**config.mk**
```make
export PLATFORM = sky130hd
export DESIGN_NAME = whack_game_ctrl
export DESIGN_NICKNAME = d
export VERILOG_FILES = /design/src/rtl/whack_game_ctrl.sv
export SDC_FILE = /design/constraint.sdc
export NUM_CORES = 1
export LEC_CHECK = 0
export BUFFER_PORTS_ARGS = -buffer_cell sky130_fd_sc_hd__buf_4
export CORE_MARGIN = 4
export CORE_UTILIZATION = 63
export DETAILED_ROUTE_END_ITERATION = 10
export HOLD_SLACK_MARGIN = 0.05
export PLACE_DENSITY = 0.86
export SKIP_CTS_REPAIR_TIMING = 1
export SLEW_MARGIN = 15
export SYNTH_ARGS = -nofsm -noshare
export SYNTH_HDL_FRONTEND = slang
export SYNTH_SLANG_ARGS = --single-unit
export TNS_END_PERCENT = 100
```
**constraint.sdc**
```tcl
create_clock -name iClock -period 7.1 [get_ports iClock]
set_input_delay 1.42 -clock iClock [delete_from_list [all_inputs] [get_ports iClock]]
set_output_delay 1.42 -clock iClock [all_outputs]
set_load 0.03 [all_outputs]
```
**src/rtl/whack_game_ctrl.sv**
```systemverilog
// Whack-a-mole game-flow controller: frame select, redraw handshake, mole timing and scoring.
// Optional difficulty ramp (shrinking mole window) is enabled by defining WHACK_DIFFICULTY_RAMP_EN.
module whack_game_ctrl #(
    parameter int MOLE_TICKS = 50_000_000,
    parameter int GAP_TICKS  = 12_500_000,
    parameter int MAX_MISSES = 3,
    parameter int SCORE_W    = 8,
    parameter int RAMP_STEP  = 2_000_000
) (
    input  logic               iClock,
    input  logic               iResetn,
    input  logic               iStartKey,
    input  logic [3:0]         iHitKey,
    input  logic               iDrawDone,
    output logic [2:0]         oState,
    output logic               oEnable,
    output logic [SCORE_W-1:0] oScore,
    output logic [1:0]         oMisses,
    output logic               oGameOver
);

    localparam int MAX_TICKS = (MOLE_TICKS > GAP_TICKS) ? MOLE_TICKS : GAP_TICKS;
    localparam int TIMER_W   = (MAX_TICKS > 1) ? $clog2(MAX_TICKS) : 1;

    localparam logic [TIMER_W-1:0] GAP_LAST  = TIMER_W'(GAP_TICKS - 1);
    localparam logic [TIMER_W-1:0] MOLE_LAST = TIMER_W'(MOLE_TICKS - 1);
    localparam logic [SCORE_W-1:0] SCORE_MAX = '1;

    typedef enum logic [2:0] {
        ST_START = 3'b000,
        ST_GAME  = 3'b001,
        ST_MOLE1 = 3'b010,
        ST_MOLE2 = 3'b011,
        ST_MOLE3 = 3'b100,
        ST_MOLE4 = 3'b101,
        ST_OVER  = 3'b110
    } state_t;

    state_t               r_state;
    state_t               w_next_state;
    logic                 r_chg;
    logic                 r_enable;
    logic                 r_draw_wait;
    logic [TIMER_W-1:0]   r_timer;
    logic [7:0]           r_lfsr;
    logic [1:0]           r_prev_mole;
    logic                 r_start_q;
    logic [3:0]           r_hit_q;
    logic [SCORE_W-1:0]   r_score;
    logic [1:0]           r_misses;

    logic                 w_active;
    logic                 w_start_rise;
    logic [3:0]           w_hit_rise;
    logic [1:0]           w_pick;
    logic [1:0]           w_mole_idx;
    logic                 w_last_miss;
    logic                 w_changed;
    logic                 w_mole_entry;
    logic                 w_timed;
    logic                 w_lfsr_fb;
    logic [TIMER_W-1:0]   w_mole_last;
    logic                 w_hit;
    logic                 w_miss;
    logic                 w_new_game;

    assign w_active     = ~r_draw_wait;
    assign w_start_rise = iStartKey & ~r_start_q;
    assign w_hit_rise   = iHitKey & ~r_hit_q;
    assign w_pick       = (r_lfsr[1:0] == r_prev_mole) ? r_lfsr[1:0] + 2'd1 : r_lfsr[1:0];
    assign w_mole_idx   = 2'(r_state - ST_MOLE1);
    assign w_last_miss  = ({1'b0, r_misses} + 3'd1) == 3'(MAX_MISSES);
    assign w_changed    = (w_next_state != r_state);
    assign w_mole_entry = (r_state == ST_GAME) && w_changed;
    assign w_timed      = (r_state != ST_START) && (r_state != ST_OVER);
    assign w_lfsr_fb    = r_lfsr[7] ^ r_lfsr[5] ^ r_lfsr[4] ^ r_lfsr[3];

`ifdef WHACK_DIFFICULTY_RAMP_EN
    localparam longint WIN_FLOOR = longint'(MOLE_TICKS / 4);

    // Window shrinks by RAMP_STEP for every 4 hits, never below a quarter of MOLE_TICKS.
    function automatic logic [TIMER_W-1:0] f_window_last(input logic [SCORE_W-1:0] score);
        longint cut;
        longint win;
        cut = longint'(score >> 2) * longint'(RAMP_STEP);
        if (cut >= longint'(MOLE_TICKS) - WIN_FLOOR)
            win = WIN_FLOOR;
        else
            win = longint'(MOLE_TICKS) - cut;
        return TIMER_W'(win - 1);
    endfunction

    logic [TIMER_W-1:0] r_win_last;

    always_ff @(posedge iClock) begin
        if (!iResetn)
            r_win_last <= MOLE_LAST;
        else if (w_mole_entry)
            r_win_last <= f_window_last(r_score);
    end

    assign w_mole_last = r_win_last;
`else
    logic [31:0] w_unused_ramp;
    assign w_unused_ramp = 32'(RAMP_STEP);
    assign w_mole_last   = MOLE_LAST;
`endif

    always_comb begin
        w_next_state = r_state;
        w_hit        = 1'b0;
        w_miss       = 1'b0;
        w_new_game   = 1'b0;
        case (r_state)
            ST_START: begin
                if (w_active && w_start_rise) begin
                    w_next_state = ST_GAME;
                    w_new_game   = 1'b1;
                end
            end
            ST_GAME: begin
                if (w_active && (r_timer == GAP_LAST))
                    w_next_state = state_t'(3'd2 + {1'b0, w_pick});
            end
            ST_MOLE1, ST_MOLE2, ST_MOLE3, ST_MOLE4: begin
                // Correct key beats a simultaneous wrong key and the timeout.
                if (w_active) begin
                    if (w_hit_rise[w_mole_idx])
                        w_hit = 1'b1;
                    else if (|w_hit_rise)
                        w_miss = 1'b1;
                    else if (r_timer == w_mole_last)
                        w_miss = 1'b1;
                end
                if (w_hit)
                    w_next_state = ST_GAME;
                else if (w_miss)
                    w_next_state = w_last_miss ? ST_OVER : ST_GAME;
            end
            ST_OVER: begin
                if (w_active && w_start_rise)
                    w_next_state = ST_START;
            end
            default: w_next_state = ST_START;
        endcase
    end

    always_ff @(posedge iClock) begin
        if (!iResetn) begin
            r_state     <= ST_START;
            r_chg       <= 1'b0;
            r_enable    <= 1'b0;
            r_draw_wait <= 1'b0;
            r_timer     <= '0;
            r_lfsr      <= 8'hA5;
            r_prev_mole <= 2'd0;
            r_start_q   <= 1'b0;
            r_hit_q     <= 4'd0;
            r_score     <= '0;
            r_misses    <= 2'd0;
        end else begin
            r_state   <= w_next_state;
            r_lfsr    <= {r_lfsr[6:0], w_lfsr_fb};
            r_start_q <= iStartKey;
            r_hit_q   <= iHitKey;
            // Redraw request trails the frame-select change by one cycle.
            r_chg     <= w_changed;
            r_enable  <= r_chg;

            if (w_changed)
                r_draw_wait <= 1'b1;
            else if (iDrawDone)
                r_draw_wait <= 1'b0;

            if (w_changed || r_draw_wait || !w_timed)
                r_timer <= '0;
            else
                r_timer <= r_timer + 1'b1;

            if (w_mole_entry)
                r_prev_mole <= w_pick;

            if (w_new_game)
                r_score <= '0;
            else if (w_hit && (r_score != SCORE_MAX))
                r_score <= r_score + 1'b1;

            if (w_new_game)
                r_misses <= 2'd0;
            else if (w_miss)
                r_misses <= r_misses + 2'd1;
        end
    end

    assign oState    = r_state;
    assign oEnable   = r_enable;
    assign oScore    = r_score;
    assign oMisses   = r_misses;
    assign oGameOver = (r_state == ST_OVER);

endmodule

```
==> results.ini <==
[synthesis]
avgSynthCellArea_sq_um=8.495
yosys-top-cells-area=dfxtp_1 40%, xnor2_1 6.2%, nand2_1 6.1%
yosysTopAreaCellShare=0.4046
synth_cells=332
synth_fp_nets=343
synth_ff_type=dfxtp_1
synth_seq_cells=57
ys_seq_area_frac=0.4046
syn-cell-area_sq_um=2820
yosys.area.top_type=dfxtp_1
synth_warnings=0
synth_cell_types=49
async_flop_share=0
synth_edf_count=0

[critical_path]
critPathLaunchType=input port
path_max_fanout=28
cp.required_ns=7.38
path_class=input port to flop
arrival_ns=3.53
crit_path_end_kind=flop

[sta]
min_period_ns=3.246
finalSetupViolCount=0
slew_headroom=0.3504
fin_setup_tns_ns=0
rsz0062_at_grt=false
timing.final.max_slew_violations=0
timing.fmax_mhz=308.1
finalHoldViolations=0
worst_slack_ns=3.854
fin_worst_skew_ns=0.008940
period_share=0.4572
timing.hold.ws_ns=0.4105
worstMarginPinSlew_ns=0.9708

[clocking]
cts_tree=yes
clk_pin_slew_worst_paths_ns=0.06
cts_buffer_depth=2
numCtsBuffers=9
clock-root-buffer=clkbuf_8
cts.sinks=57
htree_levels=3
clk_latency_ns=0.34

[global_route]
grt_max_degree=29
grt.total_usage=0.2228
grt_pass1_wl_mm=9.570
gr-total-overflow=0
antenna_found_initial=0
grt_pass1_vias=2176

[placed_design]
placed_cells=397
io_buffer_count=22
routabilityCongestion=0.8257
dp_hpwl_mm=3.724
pre_cts_ws_ns=3.532
placed_cell_area_sq_um=3018

[worst_hold_path]
min_path_type=flop to flop

[finish]
areaGrowthSynthToFinish_pct=13.89
final_util=0.7376
final_cells=412
num-fill-cells=332
antenna_cells=0
fin_area_sq_um=3212
nNetsFinal=367
seq_area_sq_um=1141
multi_input_area_sq_um=1590
layout-drive-gt1-share=0.1861

[floorplanning]
num_rows=24
initial_core_util=0.6477
die_x_um=74.91
die_h_um=74.91
die-area_sq_um=5611
core_sq_um=4354
boundaryPins=23

[detailed_routing]
drt_drc_violations_left=0
finalWirelength_mm=5.673
wl_per_cell_um=13.77
drtAntennaViolNets=0
first_pass_iters=4
drtIter0Drc=190
vias_per_cell=5.682
num_vias=2341

[run_status]
status=finished clean

[pwr]
peakVddDrop_mv=0.1628
powerDensity_nw_per_um2=211.1
power_uw=678.1
power_leakage_nw=1.272

[flow_run]
drv_cap=0

## Yosys cell counts (3+ instances only)
library cell,number
nand2b_1,9
nor2_2,20
nor3_1,9
and3_1,3
nand3_1,13
nor2_1,30
nor3b_1,4
or4_1,3
inv_1,9
ha_1,3
nor2b_1,3
xor2_1,14
o211ai_1,3
mux2i_1,3
dfxtp_1,57
and2_1,14
nand4_1,11
xnor2_1,20
nor4_1,4
clkbuf_1,10
nand2_1,46
o21ai_0,7
a21oi_1,5
## flip-flops by register name (all words and copies together), names as in the netlist, 2 cells and up
| register | cells |
|---|---|
| r_timer | 26 |
| oScore | 8 |
| r_lfsr | 8 |
| r_hit_q | 4 |
| oState | 3 |
| oMisses | 2 |
| r_prev_mole | 2 |
## final timing paths
| check | slack [ns] | startpoint | endpoint | depth (start not counted) |
|---|---|---|---|---|
| worst max-delay path | 3.85 | iStartKey | r_draw_wait$_SDFFE_PN0P_ | 7 |
| worst min-delay path | 0.41 | r_lfsr[6]$_SDFF_PN0_ | r_lfsr[7]$_SDFF_PN1_ | 1 |
| worst max register to register | 3.93 | r_timer[15]$_SDFF_PP0_ | r_draw_wait$_SDFFE_PN0P_ | 6 |
| worst min register to register | 0.41 | r_lfsr[6]$_SDFF_PN0_ | r_lfsr[7]$_SDFF_PN1_ | 1 |
## cell type report
type | count | share of cell area
repair buffers | 25 | 0.05843
multi-input cells | 254 | 0.4951
clock inverters | 5 | 0.01753
inverters | 9 | 0.01052
flip-flops and latches | 57 | 0.3553
well taps | 52 | 0.02026
clock buffers | 10 | 0.04285
## kinds of logic after synthesis
kind of cell	after synthesis	synth area share
AO/OA/AOI/OAI	31	0.07720
XOR/XNOR	34	0.1056
adder cells (fa/ha/maj)	3	0.01331
buffers and inverters	21	0.03327
flip-flops	57	0.4046
multiplexers	5	0.02263
AND/OR/NAND/NOR	181	0.3434
## critical path, stage by stage
cell,delay [ns]
buf_4,0.09
or3b_2,0.50
nor3b_1,0.20
a31oi_1,0.17
o211ai_1,0.14
o21ai_4,0.77
o21a_1,0.22
## cell usage in the layout, fill, tap and decap left out, types with 4 or more instances in the layout
master	n
a21oi_1	5
and2_1	14
buf_4	25
clkbuf_8	10
dfxtp_1	57
inv_1	9
nand2_1	46
nand2b_1	9
nand3_1	13
nand4_1	11
nor2_1	30
nor2_2	20
nor3_1	9
nor4_1	4
o21ai_0	7
xnor2_1	20
xor2_1	14
## report_power, final
part           total [mW]  internal [mW]  switching [mW]  leakage, nW
sequential          0.334          0.328         0.00683        0.464
combinational      0.0458         0.0174          0.0283        0.711
clock               0.298          0.169           0.129       0.0981
total               0.678          0.514           0.164         1.27
## layer usage
layer / vias up / track usage / routed length, um
met2: 67 / 0.3578 / 2717
met1: 1085 / 0.2809 / 2520
li1: 1180 / - / -
met3: 9 / 0.05474 / 351
met5: - / 0 / 0
met4: 0 / 0.1047 / 84
Power figures use the tool's default switching activity.
